<file path="src/rtl/stream_mux_rr.sv">
// rtl/stream_mux_rr.sv - registered N:1 stream multiplexer with explicit or round-robin channel select
module stream_mux_rr #(
  parameter int NUM_CH = 16,
  parameter int DATA_W = 8,
  parameter int SEL_W  = $clog2(NUM_CH)
) (
  input  logic                     clk,
  input  logic                     rst,
  input  logic                     mode,
  input  logic [SEL_W-1:0]         select,
  input  logic [NUM_CH*DATA_W-1:0] data_in,
  input  logic [NUM_CH-1:0]        valid_in,
  output logic [NUM_CH-1:0]        ready_out,
  output logic [DATA_W-1:0]        data_out,
  output logic [SEL_W-1:0]         chan_out,
  output logic                     valid_out,
  input  logic                     ready_in
);

  logic              load;
  logic              grant_vld;
  logic [SEL_W-1:0]  grant_idx;
  logic [SEL_W-1:0]  rr_ptr;
  logic [SEL_W-1:0]  rr_off;
  logic [SEL_W-1:0]  rr_next;
  logic [SEL_W:0]    rr_sum;
  logic [NUM_CH-1:0] rot;
  logic [DATA_W-1:0] grant_data;

  assign load = !valid_out || ready_in;

  // Rotate valids so bit 0 is the channel at rr_ptr; lowest set bit is the winner's offset.
  assign rot = NUM_CH'({valid_in, valid_in} >> rr_ptr);

  always_comb begin
    rr_off = '0;
    for (int i = NUM_CH - 1; i >= 0; i--) begin
      if (rot[i]) rr_off = SEL_W'(i);
    end
    rr_sum = {1'b0, rr_ptr} + {1'b0, rr_off};
    if (rr_sum >= (SEL_W+1)'(NUM_CH)) rr_sum = rr_sum - (SEL_W+1)'(NUM_CH);
  end

  always_comb begin
    grant_vld = 1'b0;
    grant_idx = '0;
    if (mode) begin
      grant_vld = |valid_in;
      grant_idx = rr_sum[SEL_W-1:0];
    end else begin
      for (int k = 0; k < NUM_CH; k++) begin
        if (select == SEL_W'(k) && valid_in[k]) begin
          grant_vld = 1'b1;
          grant_idx = SEL_W'(k);
        end
      end
    end
  end

  always_comb begin
    grant_data = '0;
    ready_out  = '0;
    for (int k = 0; k < NUM_CH; k++) begin
      if (grant_idx == SEL_W'(k)) grant_data = data_in[k*DATA_W +: DATA_W];
      ready_out[k] = !rst && load && grant_vld && (grant_idx == SEL_W'(k));
    end
  end

  assign rr_next = (grant_idx == SEL_W'(NUM_CH - 1)) ? '0 : grant_idx + SEL_W'(1);

  always_ff @(posedge clk) begin
    if (rst) begin
      data_out  <= '0;
      chan_out  <= '0;
      valid_out <= 1'b0;
      rr_ptr    <= '0;
    end else if (load) begin
      if (grant_vld) begin
        data_out  <= grant_data;
        chan_out  <= grant_idx;
        valid_out <= 1'b1;
        if (mode) rr_ptr <= rr_next;
      end else begin
        valid_out <= 1'b0;
      end
    end
  end

endmodule

</file>
<file path="config.mk">
export PLATFORM = sky130hd
export DESIGN_NAME = stream_mux_rr
export DESIGN_NICKNAME = d
export VERILOG_FILES = /design/src/rtl/stream_mux_rr.sv
export SDC_FILE = /design/constraint.sdc
export NUM_CORES = 1
export LEC_CHECK = 0
export BUFFER_PORTS_ARGS = -buffer_cell sky130_fd_sc_hd__buf_2
export CORE_MARGIN = 2
export CORE_UTILIZATION = 48
export CTS_BUF_LIST = sky130_fd_sc_hd__clkbuf_4 sky130_fd_sc_hd__clkbuf_8 sky130_fd_sc_hd__clkbuf_16
export DETAILED_ROUTE_END_ITERATION = 12
export GPL_TIMING_DRIVEN = 0
export PLACE_DENSITY = 0.8
export SYNTH_ARGS = -nofsm -noshare
export SYNTH_HDL_FRONTEND = slang
export SYNTH_SLANG_ARGS = --single-unit
</file>
<file path="constraint.sdc">
create_clock -name clk -period 6.1 [get_ports clk]
set_input_delay 0.61 -clock clk [delete_from_list [all_inputs] [get_ports clk]]
set_output_delay 0.61 -clock clk [all_outputs]
set_load 0.02 [all_outputs]
</file>
# Word-level counts from Yosys, hierarchy flattened
# Cells that the tools add are included.
[classes]
shift = 1
add_sub_neg = 3
n_lt_le_gt_ge = 1
muxes = 68
n_reduce_logical = 42
n_eq_ne = 30
[ops]
columns = ["op", "count"]
rows = [
  ["two-way mux 4 bit", 33],
  ["two-way mux 8 bit", 16],
  ["equality test 4 bit, second input constant", 16],
  ["logical AND 1 bit", 34],
  ["equality test 4 x 3 -> 1 bit, second input constant", 8],
  [">> shifter 32 x 4 -> 16 bit", 1],
  ["two-way mux 1 bit", 19],
  ["equality test 4 x 2 -> 1 bit, second input constant", 4],
  ["OR reduction 16 bit", 1],
  ["equality test 4 x 1 -> 1 bit, second input constant", 2],
  ["logical NOT 4 bit", 2],
  ["adder 4 x 4 -> 5 bit", 1],
  [">= comparator 5 bit, second input constant", 1],
  ["adder 4 x 1 -> 4 bit, second input constant", 1],
  ["subtractor 4 x 1 -> 4 bit, second input constant", 1],
  ["AND reduction 3 bit", 1],
  ["logical NOT 1 bit", 2],
  ["AND reduction 2 bit", 1],
  ["logical OR 1 bit", 1],
]
[totals]
output_inout_bits = 29
in_bits = 152
reg_bits = 17
elab_cells = 149

# Longest topological paths before layout
# Gate-level depths: netlist of run 1.
[logic_depth]
ltp_word = 38
depth_mapped = 29
ltp_nobuf = 24

# Worst setup path after synthesis of run 1
# OpenSTA, ideal clock, no wires.
[synth_timing]
kind = "register -> output"
from = "register rr_ptr[1]"
to = "output port ready_out[12]"
required_ns = 5.490
t_arrival_ns = 4.996
path_stages_with_launch = 20
path_slack_ns = 0.494
n_path_buf = 3
path_cell_list = "dfxtp_1 > buf_6 > mux4_1 > mux2_2 > nor3_1 > o211ai_1 > a311o_1 > a31oi_1 > nor2_1 > o31ai_1 > ha_1 > a21o_1 > a21oi_1 > xnor2_1 > a41oi_1 > o21ai_1 > or3_1 > buf_6 > buf_4 > nor3_1"
[synth_between]
elab_chain_cells = 23
word_cells_on_any_way = 24
cone_classes = "add/sub: 2; order compare: 1; eq/ne: 1; shift: 1; mux: 18; reduce/logical: 1"
[synth_rtl]
columns = ["element", "line", "text"]
rows = [
  ["start, declared", "23", "logic [SEL_W-1:0] rr_ptr;"],
  ["start signal, assigned", "82", "if (mode) rr_ptr <= rr_next;"],
  [">> shifter 32 x 4 -> 16 bit", "33", "assign rot = NUM_CH'({valid_in, valid_in} >> rr_ptr);"],
  ["two-way mux 4 bit (16 in a row)", "38", "if (rot[i]) rr_off = SEL_W'(i);"],
  ["adder 4 x 4 -> 5 bit *", "40", "rr_sum = {1'b0, rr_ptr} + {1'b0, rr_off};"],
  ["subtractor 4 x 1 -> 4 bit or >= comparator 5 bit (tied branches)", "41", "if (rr_sum >= (SEL_W+1)'(NUM_CH)) rr_sum = rr_sum - (SEL_W+1)'(NUM_CH);"],
  ["two-way mux 4 bit *", "41", ""],
  ["two-way mux 4 bit *", "47", "if (mode) begin"],
  ["equality test 4 bit *", "65", "ready_out[k] = !rst && load && grant_vld && (grant_idx == SEL_W'(k));"],
  ["logical AND 1 bit *", "65", ""],
  ["end, declared", "13", "output logic [NUM_CH-1:0] ready_out,"],
]
# Mark *: on every way between the ends. The rest lies on a longest branch, timed or not.

# Worst setup path in the final report of run 1
[layout_timing]
from = "register rr_ptr[1]"
to = "output port ready_out[8]"
# Same word-level chain as after synthesis.

==> metrics.cfg, run 1 <==
[clocking]
cts_buffers = 3
tritoncts = done
cts.path.max_buffers = 2
clock_sinks = 17
clkTransAtPathRegs_ps = 80
h-tree-depth = 1
insertion_delay_ps = 260
cts.root.buffer_cell = clkbuf_8
ctsHoldBuffers = 0

[pwr]
p_leak_nw = 2.30
finalPower_w = 0.00126
vdd_drop_max_mv = 0.131
p_int_w = 0.000582
combinationalPowerShare_pct = 80.8
seq_power_share_pct = 11.7
power.share.switching_pct = 53.7
p_switching_w = 0.000675
pwr-share-clk_pct = 7.5
p_per_area_mw_per_mm2 = 243

[run_status]
status = completed

[placement]
port_buffers = 177
gp_congestion = 0.961
dp_cells = 785
hpwl_mm = 12.5

[hold_path]
min_path_type = reg2reg
min_from = data_out[6]$_SDFFE_PP0P_
whs_path_depth = 2
min_to = data_out[6]$_SDFFE_PP0P_

[synth]
synth-simple-area-share_pct = 23.9
synthCells = 506
syn_avg_cell_area_um2 = 7.43
synth_flop_cell = dfxtp_1
syn-cell-area_mm2 = 0.00376
synth_fa_ha_area_share_pct = 2.86
seq_area_frac_synth_pct = 9.05
ys_ff_latch = 17
yosys_warnings = 0
synth_top_family_by_area = compound AO/OA/AOI/OAI gates
synthMuxAreaShare_pct = 19.4
async_flop_share_pct = 0
syn-num-nets = 666
synth_compound_area_share_pct = 35.6
synth_edf_count = 0
synthXorXnorAreaFrac_pct = 0.931
ys_types = 73

[setup_path]
rr_worst_depth = 27
path_class = reg2out
startpoint_type = flop
crit_required_ps = 5490
rr_startpoint = rr_ptr[1]$_SDFFE_PP0P_
crit_path_end_kind = primary output
arrival_ps = 5340
critPathMaxFanout = 10
crit_start = rr_ptr[1]$_SDFFE_PP0P_
r2r-end = data_out[7]$_SDFFE_PP0P_
rrSetupSlack_ps = 200

[sta]
layout_min_cycle_time_ps = 5950
slew_headroom_pct = 39.1
tightest_slew_ps = 911
fin_setup_tns_ps = 0
hold_viol_final = 0
fmaxAchievable_mhz = 168
hold_slack_ps = 501
period_share_pct = 97.5
setup_viol = 0
fin_skew_ps = 3.30
drv_slew = 0

[global_route]
grt_pass1_vias = 4905
grt_max_degree = 11
antenna_found_initial = 0
grt.overflow.total = 0
grt_pass1_wl_mm = 24.0
grt_use_total_pct = 34.7

[routing]
drtPass1Iterations = 7
drt_wl_total_mm = 15.9
first_iter_violations = 483
ant_nets = 0
route.detailed.drc = 0
viasPerCell = 6.50
routedWlPerCell_um = 19.9
vias = 5199

[floorplanning]
initial_core_util_pct = 49.2
io_pins = 181
die_w_um = 92.5
coreArea_mm2 = 0.00765
die_h_um = 92.5
dieArea_mm2 = 0.00856
rows = 32

[finish]
drive_above_1_share_pct = 42.1
antenna_cells = 0
nets = 859
stdcell_count = 800
area_delta_synth_final_pct = 37.5
final_util_pct = 67.6

[job]
max_cap_viol_count = 0

## worst max-delay path by stage
stage                               end  slack (ps)  cells past startpoint
2_1_floorplan             ready_out[12]         490                     19
3_3_place_gp   data_out[0]$_SDFFE_PP0P_        -660                     28
3_5_place_dp   data_out[0]$_SDFFE_PP0P_        -790                     28
4_1_cts                    ready_out[1]        -0.9                     22
5_1_grt                   ready_out[10]         -60                     23
6_report                   ready_out[8]         150                     23
## final cells by class
| type | instances | area [um^2] |
|---|---|---|
| Multi-Input combinational cell | 421 | 3310 |
| Fill cell | 667 | 2480 |
| Timing Repair Buffer | 190 | 983 |
| Sequential cell | 17 | 342 |
| Buffer | 42 | 269 |
| Tap cell | 102 | 128 |
| Inverter | 24 | 90.1 |
| Clock buffer | 3 | 41.3 |
| Clock inverter | 1 | 5.00 |
## logic make-up after synthesis
family	after synthesis
mux	51
buf+inv	68
fa+ha+maj	8
flops	17
simple gates	172
compound gates	186
xor+xnor	4
## synthesized netlist by cell type (4+ instances only)
cell type	n	share of area (%)
xnor2_1	4	0.93
ha_1	7	2.3
and2_1	11	1.8
nor3_1	11	1.5
or3_1	8	1.3
o21ai_0	25	3.3
a211o_1	6	1.4
o21ai_1	4	0.53
mux4_2	13	7.8
mux2_2	10	3.0
a222oi_1	6	1.6
nor4_1	6	1.0
a22oi_1	26	5.2
nor2_1	36	3.6
a211oi_1	6	1.2
a21oi_1	45	6.0
o21ai_2	5	1.2
clkbuf_1	32	3.2
mux2i_1	23	6.1
nor2b_1	6	1.0
o32ai_1	6	1.4
dfxtp_1	17	9.0
and3_1	12	2.0
nand4_1	7	1.2
nand2_1	49	4.9
inv_1	23	2.3
buf_6	4	1.2
a221oi_1	14	3.3
nand3_1	9	1.2
o31ai_1	11	2.2
## per-layer routing
metal / vias up / global-route usage (%) / share of wire, %
li1: 2350 / - / -
met4: 0 / 13.1 / 3.6
met2: 324 / 57.4 / 48
met1: 2472 / 45.6 / 38
met3: 53 / 5.21 / 9.9
met5: - / 0 / 0
## worst max-delay path: stages, from the launching register on
cell and delay, ps:
dfxtp_2 380, buf_8 150, buf_12 140, mux4_2 560
mux2_2 310, o21bai_1 180, a32oi_2 280, a21oi_1 120
o31ai_2 270, a21oi_2 100, o211ai_1 200, o31ai_2 110
ha_2 240, a21o_1 210, a21oi_4 180, xnor2_2 120
a41oi_2 260, o21ai_4 130, or3_1 330, buf_6 160
inv_2 130, and3_4 220, and2_1 130, buf_2 160
## cells in the final DEF (no fill, tap or decap), drive strengths merged, types with 3 or more instances in the layout
master / n
nand2b: 3
o21ai: 34
mux4: 15
mux2: 11
and2: 11
or3: 8
a211oi: 8
inv: 24
nand3: 9
mux2i: 25
a22oi: 26
nor4: 7
nor3: 15
a21oi: 45
nand4: 7
a211o: 6
o211ai: 3
o31ai: 11
buf: 206
nand2: 49
o32ai: 6
and3: 12
nor2: 36
a222oi: 6
xnor2: 4
ha: 7
nor2b: 6
dfxtp: 17
a221oi: 14
clkbuf: 29
a21boi: 3
## power groups by stage
stage | Sequential, W | Clock (W) | Combinational [W]
3_5_place_dp | 0.000149 | 0 | 0.000879
6_report | 0.000147 | 0.0000945 | 0.00102
4_1_cts | 0.000146 | 0.0000922 | 0.000913
2_1_floorplan | 0.000170 | 0 | 0.000593
5_1_grt | 0.000149 | 0.0000958 | 0.00109
3_3_place_gp | 0.000149 | 0 | 0.000869
## sequential cells by signal, summed over array words and instances (netlist names)
signal / count
rr_ptr: 4
chan_out: 4
valid_out: 1
data_out: 8
## through the flow
step           cell area (um^2)  setup slack [ps]
2_1_floorplan              3760               494
3_3_place_gp               4770              -657
3_5_place_dp               4770              -792
4_1_cts                    4910            -0.935
5_1_grt                    5170             -60.0
6_report                   5170               151
## timing repair
| action | in CTS | in global routing |
|---|---|---|
| endpoints found under the hold margin | 0 | 0 |
| pin swaps | 1 | 10 |
| cloned | 0 | 0 |
| gates resized for setup | 28 | 51 |
| buffers inserted | 1 | 12 |
| endpoints found under the setup margin | 24 | 24 |
Note: power is estimated with default switching activity, not from simulation.
==> inputs of run 2 (changes only) <==
==> config.mk (replaced) <==
export PLATFORM = sky130hd
export DESIGN_NAME = stream_mux_rr
export DESIGN_NICKNAME = d
export VERILOG_FILES = /design/src/rtl/stream_mux_rr.sv
export SDC_FILE = /design/constraint.sdc
export NUM_CORES = 1
export LEC_CHECK = 0
export BUFFER_PORTS_ARGS = -buffer_cell sky130_fd_sc_hd__buf_2
export CORE_MARGIN = 2
export CORE_UTILIZATION = 49
export CTS_BUF_LIST = sky130_fd_sc_hd__clkbuf_4
export DETAILED_ROUTE_END_ITERATION = 12
export GPL_TIMING_DRIVEN = 0
export PLACE_DENSITY = 0.81
export SYNTH_ARGS = -nofsm -noshare
export SYNTH_HDL_FRONTEND = slang
export SYNTH_SLANG_ARGS = --single-unit
==> constraint.sdc (replaced) <==
create_clock -name clk -period 6.4 [get_ports clk]
set_input_delay 0.64 -clock clk [delete_from_list [all_inputs] [get_ports clk]]
set_output_delay 0.64 -clock clk [all_outputs]
set_load 0.02 [all_outputs]
==> run 2 against run 1 <==
Register-to-register slack gained 200 ps; wire length increased by 0.46%; sequential power decreased by 4%; worst setup slack got worse by 17 ps; critical path depth down 2; non-clock buffer count is 10 lower; first-iteration DRC count grew 16%; combinational power down 10%; sequential share of layout area increased by 0.28 points; clock skew fell by 2.0 ps; clock-buffer cell count unchanged; global-route usage increased by 1.5 points; critical endpoint unchanged.
==> metrics.cfg, run 2 (synthesis gave the netlist of run 1 again) <==
[run_status]
status = completed

[sta]
fmaxAchievable_mhz = 160
slew_headroom_pct = 39.6  ; +0.46 points
drv_slew = 0  ; unchanged
period_share_pct = 97.9
fin_setup_tns_ps = 0  ; unchanged
fin_ws_ps = 134  ; -16.7 ps
tightest_slew_ps = 904  ; -6.96 ps
hold_viol_final = 0  ; unchanged
layout_min_cycle_time_ps = 6270
setup_viol = 0  ; unchanged
fin_skew_ps = 1.28  ; -2.01 ps

[floorplanning]
die_h_um = 91.6  ; -0.98%
coreArea_mm2 = 0.00733  ; -4.1%
initial_core_util_pct = 51.3  ; +2.1 points
dieArea_mm2 = 0.00839  ; -2.0%
io_pins = 181  ; unchanged
die_w_um = 91.6  ; -0.98%
rows = 31  ; -3.1%

[finish]
drive_above_1_share_pct = 39.2  ; -2.9 points
fillers = 637  ; -4.5%
final_cell_mix = 180 x buf_2, 49 x nand2_1, 43 x a21oi_1
antenna_cells = 0  ; unchanged
max_flop_register = data_out
nets = 849  ; -1.2%
mostFrequentLayoutCell = buf_2
area_delta_synth_final_pct = 31.9
top_regs = data_out x8, chan_out x4, rr_ptr x4
stdcell_area_mm2 = 0.00496  ; -4.0%
multiInputGateArea_mm2 = 0.00322  ; -2.7%
largest_reg_flops = 8  ; unchanged
final_util_pct = 67.7  ; +0.086 points
seq_area_um2 = 342  ; unchanged

[global_route]
use_met1_pct = 48.2  ; +2.6 points
grt_max_degree = 11  ; unchanged
grt_use_total_pct = 36.1  ; +1.5 points
grt_pass1_wl_mm = 24.6  ; +2.6%
grt_pass1_vias = 4929  ; +0.49%
antenna_found_initial = 0  ; unchanged
met2_usage_pct = 60.2  ; +2.8 points
met3_usage_pct = 4.19  ; -1.0 points
grt.overflow.total = 0  ; unchanged
grt-busiest-layer = met2

[setup_path]
r2r-end = data_out[6]$_SDFFE_PP0P_
arrival_ps = 5630  ; +290 ps
cpMaxStageDelayCell = mux4_2
crit_start = rr_ptr[1]$_SDFFE_PP0P_
path_class = reg2out
crit_required_ps = 5760  ; +270 ps
cpMostUsedCell = buf_6
cp_cell_sequence = buf_6 > mux4_2 > mux2_2 > nor3_2 > o211ai_1 > a311o_1 > a31oi_1 > nor2_1 > o31ai_2 > ha_1 > a21o_1 > a21oi_2 > xnor2_2 > a41oi_2 > o21ai_4 > or3_1 > buf_6 > inv_2 > and3_1 > and2_1 > buf_2
rrSetupSlack_ps = 400  ; +200 ps
critPathMaxFanout = 8  ; -2
crit_path_end_kind = primary output
startpoint_type = flop
rr_startpoint = rr_ptr[1]$_SDFFE_PP0P_
crit_end = ready_out[8]
max_stage_delay_ps = 570  ; about the same
rr_worst_depth = 28  ; +3.7%

[job]
max_cap_viol_count = 0  ; unchanged

[routing]
drt_wl_total_mm = 16.0  ; +0.46%
routedWlPerCell_um = 20.3  ; +2.1%
drtPass1Iterations = 6  ; -1
first_iter_violations = 560  ; +16%
route.detailed.drc = 0  ; unchanged
ant_nets = 0  ; unchanged
viasPerCell = 6.57  ; +1.2%
vias = 5174  ; -0.48%

[pwr]
p_per_area_mw_per_mm2 = 226  ; -7.1%
finalPower_w = 0.00112  ; -11%
p_leak_nw = 2.21  ; -3.6%
vdd_drop_max_mv = 0.0938  ; -28%

[clocking]
cts_buffers = 3  ; unchanged
ctsHoldBuffers = 0  ; unchanged
cts.path.max_buffers = 2  ; unchanged
h-tree-depth = 1  ; unchanged
clock_sinks = 17  ; unchanged
cts.root.buffer_cell = clkbuf_4
tritoncts = done
clkTransAtPathRegs_ps = 120  ; +40 ps
insertion_delay_ps = 310  ; +50 ps

[placement]
hpwl_mm = 12.9  ; +2.5%
pre_cts_slack_ps = -496  ; +296 ps
port_buffers = 177  ; unchanged
gp_congestion = 1.02  ; +5.7%
dpl_cell_area_mm2 = 0.00477  ; about the same

[hold_path]
min_path_type = reg2reg

## run 2: cell count changes in the layout (fill, tap and decap cells not counted), sizes merged
cell    change
clkbuf      +3
buf        -13
## run 2: worst max-delay path: cells and delay by family (launching register included)
kind / cells / cell delay (ps)
AO/OA/AOI/OAI: 8 / 1930
AND/OR/NAND/NOR: 5 / 1010
multiplexers: 2 / 900
buffers and inverters: 4 / 630
flip-flops: 1 / 390
adder cells (fa/ha/maj): 1 / 300
XOR/XNOR: 1 / 140
## run 2: metrics by stage
stage               hold WS (ps)  cells
CTS                          514    784
global route                 532    787
detailed placement           486    782
global placement             469    782
finish                       509    787
floorplan                    583    506
## run 2: worst min path at each step
stage | start | to | slack [ps] | depth (start not counted)
after global placement | chan_out[0]$_SDFFE_PP0P_ | chan_out[0]$_SDFFE_PP0P_ | 470 | 2
after detailed placement | chan_out[1]$_SDFFE_PP0P_ | chan_out[1]$_SDFFE_PP0P_ | 490 | 2
final | chan_out[1]$_SDFFE_PP0P_ | chan_out[1]$_SDFFE_PP0P_ | 510 | 2
after global routing | data_out[3]$_SDFFE_PP0P_ | data_out[3]$_SDFFE_PP0P_ | 530 | 2
after CTS | chan_out[1]$_SDFFE_PP0P_ | chan_out[1]$_SDFFE_PP0P_ | 510 | 2
after floorplan | chan_out[0]$_SDFFE_PP0P_ | chan_out[0]$_SDFFE_PP0P_ | 580 | 2
## run 2: where the power goes
| group | total, W | switching (W) | internal [W] | leakage [nW] |
|---|---|---|---|---|
| registers | 0.000141 | 0.0000139 | 0.000127 | 0.140 |
| clock network | 0.0000655 | 0.0000421 | 0.0000234 | 0.0177 |
| logic | 0.000914 | 0.000561 | 0.000353 | 2.06 |
## run 2: final cells by class
cell class | count | area share, %
multi-input cells | 421 | 65.0
repair buffers | 180 | 18.3
plain buffers | 42 | 4.99
well taps | 99 | 2.50
inverters | 24 | 1.82
clock buffers | 3 | 0.454
clock inverters | 1 | 0.101
flip-flops and latches | 17 | 6.88
## run 2: what timing repair did
item                       CTS  global route
hold endpoints to repair     0             0
setup endpoints to repair   23            24
pin swaps                    0             5
gates resized for setup     12            42
setup buffers                0             3
## run 2: layer usage
layer  vias to the layer above  routed length [um]
met5                         -                   0
met4                         0                 526
met3                        50                1570
met2                       360                7770
met1                      2428                6100
li1                       2336                   -
==> inputs of run 3 (changes only) <==
--- a/config.mk
+++ b/config.mk
@@ -6,6 +6,7 @@
 export NUM_CORES = 1
 export LEC_CHECK = 0
 export BUFFER_PORTS_ARGS = -buffer_cell sky130_fd_sc_hd__buf_2
+export CORE_ASPECT_RATIO = 0.75
 export CORE_MARGIN = 2
 export CORE_UTILIZATION = 49
 export CTS_BUF_LIST = sky130_fd_sc_hd__clkbuf_4
==> run 3 against run 2 <==
Sequential power about the same; via count shrank 2.8%; register-to-register slack lost 70 ps; worst setup slack improved by 110 ps; sequential share of layout area about the same; largest cell class unchanged.
==> metrics.cfg, run 3 (synthesis gave the netlist of run 1 again) <==
[placement]
hpwl_mm = 12.2  ; -4.7%
dp_cells = 784  ; +0.26%
dpl_cell_area_mm2 = 0.00477  ; about the same
port_buffers = 177  ; unchanged
gp_congestion = 0.950  ; -6.5%

[finish]
nets = 847  ; -0.24%
stdcell_area_mm2 = 0.00495  ; -0.18%
top_regs = data_out x8, chan_out x4, rr_ptr x4
fillers = 659  ; +3.5%
area_delta_synth_final_pct = 31.7
mostFrequentLayoutCell = buf_2
largest_reg_flops = 8  ; unchanged
final_cell_mix = 179 x buf_2, 49 x nand2_1, 43 x a21oi_1
final_util_pct = 67.0  ; -0.74 points
stdcell_count = 787  ; unchanged
multiInputGateArea_mm2 = 0.00323  ; +0.16%
antenna_cells = 0  ; unchanged
drive_above_1_share_pct = 39.1  ; -0.18 points
max_flop_register = data_out
seq_area_um2 = 342  ; unchanged

[run_status]
status = completed

[routing]
drtPass1Iterations = 5  ; -1
routed.top_layer = met4
drt_wl_total_mm = 15.3  ; -4.4%
first_iter_violations = 439  ; -22%
viasPerCell = 6.39  ; -2.8%
dr_wl_met2_mm = 6.83  ; -12%
wl_met3_mm = 1.78  ; +13%
route.detailed.drc = 0  ; unchanged
routedWlPerCell_um = 19.4  ; -4.4%
wl_met1_mm = 6.56  ; +7.5%
vias = 5028  ; -2.8%
ant_nets = 0  ; unchanged

[global_route]
grt_pass1_vias = 4454  ; -9.6%
antenna_found_initial = 0  ; unchanged
grt_max_degree = 11  ; unchanged
grt.overflow.total = 0  ; unchanged
grt_use_total_pct = 33.9  ; -2.3 points
grt_pass1_wl_mm = 22.7  ; -7.9%

[sta]
tightest_slew_ps = 913  ; +8.15 ps
period_share_pct = 96.1  ; -1.8 points
hold_viol_final = 0  ; unchanged
slew_headroom_pct = 39.1  ; -0.54 points
fin_setup_tns_ps = 0  ; unchanged
fmaxAchievable_mhz = 163  ; +1.8%
fin_skew_ps = 0.995  ; -0.287 ps
drv_slew = 0  ; unchanged
layout_min_cycle_time_ps = 6150  ; -113 ps
rsz0062_at_grt = yes
setup_viol = 0  ; unchanged

[floorplanning]
initial_core_util_pct = 50.8  ; -0.47 points
die_h_um = 79.9  ; -13%
coreArea_mm2 = 0.00740  ; +0.92%
io_pins = 181  ; unchanged
rows = 27  ; -13%
dieArea_mm2 = 0.00840  ; about the same
die_w_um = 105  ; +15%

[setup_path]
rr_worst_depth = 28  ; unchanged
max_stage_delay_ps = 400  ; -170 ps
worst-path-buf-inv = 5  ; +1
rrSetupSlack_ps = 330  ; -70 ps
cpMaxStageDelayCell = mux4_2
r2r-end = data_out[4]$_SDFFE_PP0P_
cp_cell_sequence = clkbuf_4 > buf_4 > mux4_2 > mux2_2 > nor3_2 > o211ai_1 > a311o_1 > a31oi_2 > nor2_1 > o31ai_2 > ha_1 > a21o_1 > a21oi_2 > xnor2_1 > a41oi_1 > o21ai_2 > or3_1 > buf_6 > buf_4 > nor2_1 > and2_1 > buf_2
arrival_ps = 5510  ; -120 ps
startpoint_type = flop
crit_required_ps = 5760  ; about the same
rr_startpoint = rr_ptr[1]$_SDFFE_PP0P_
crit_path_end_kind = primary output
path_class = reg2out
critPathMaxFanout = 10  ; +2
path_delay_family = compound AO/OA/AOI/OAI gates

[pwr]
p_per_area_mw_per_mm2 = 227  ; +0.49%
finalPower_w = 0.00112  ; +0.31%
p_leak_nw = 2.21  ; -0.31%
vdd_drop_max_mv = 0.145  ; +55%

[hold_path]
min_to = data_out[3]$_SDFFE_PP0P_
min_path_type = reg2reg
whs_path_depth = 2  ; unchanged
min_from = data_out[3]$_SDFFE_PP0P_

[clocking]
clkTransAtPathRegs_ps = 120  ; about the same
clock_sinks = 17  ; unchanged
h-tree-depth = 1  ; unchanged
tritoncts = done
ctsHoldBuffers = 0  ; unchanged
insertion_delay_ps = 310  ; about the same
cts_buffers = 3  ; unchanged
cts.root.buffer_cell = clkbuf_4
cts.path.max_buffers = 2  ; unchanged

[job]
max_cap_viol_count = 0  ; unchanged

-- run 3: layer usage --
metal | track usage (%) | vias up
met5 | 0 | -
met4 | 5.33 | 0
met3 | 6.04 | 16
met2 | 52.6 | 320
met1 | 49.6 | 2364
li1 | - | 2328
-- run 3: worst max-delay path by stage --
stage | from | end | slack [ps] | cells after the start
after floorplan | valid_in[0] | ready_out[12] | 740 | 18
after global placement | rr_ptr[0]$_SDFFE_PP0P_ | data_out[5]$_SDFFE_PP0P_ | -300 | 28
after detailed placement | rr_ptr[0]$_SDFFE_PP0P_ | data_out[5]$_SDFFE_PP0P_ | -400 | 28
after CTS | rr_ptr[1]$_SDFFE_PP0P_ | ready_out[11] | 30 | 22
after global routing | rr_ptr[1]$_SDFFE_PP0P_ | ready_out[11] | -20 | 21
final | rr_ptr[2]$_SDFFE_PP0P_ | ready_out[13] | 250 | 22
-- run 3: metrics by stage --
stage,hold WS [ps],worst slack [ps]
after floorplan,583,736
after global placement,469,-299
after detailed placement,468,-397
after CTS,497,33.4
after global routing,520,-22.0
final,497,247
-- run 3: power by group --
group | internal, W | switching [W]
Clock | 0.0000234 | 0.0000410
Combinational | 0.000356 | 0.000564
Sequential | 0.000127 | 0.0000129
Total | 0.000506 | 0.000618
-- run 3: area by class of cell --
type | count | share of cell area (%)
well taps | 101 | 2.55
clock buffers | 3 | 0.455
inverters | 24 | 1.82
plain buffers | 41 | 4.82
flip-flops and latches | 17 | 6.90
multi-input cells | 421 | 65.2
repair buffers | 179 | 18.2
clock inverters | 1 | 0.101
-- run 3: what timing repair did --
action	CTS	global route
endpoints found under the setup margin	23	24
buffers inserted	0	2
resized for setup	15	36
pin swaps	0	3
-- run 3: worst min-delay path: cells and delay by family, from the launching register on --
family	cells	cell delay [ps]
compound gates	2	140
flops	1	340
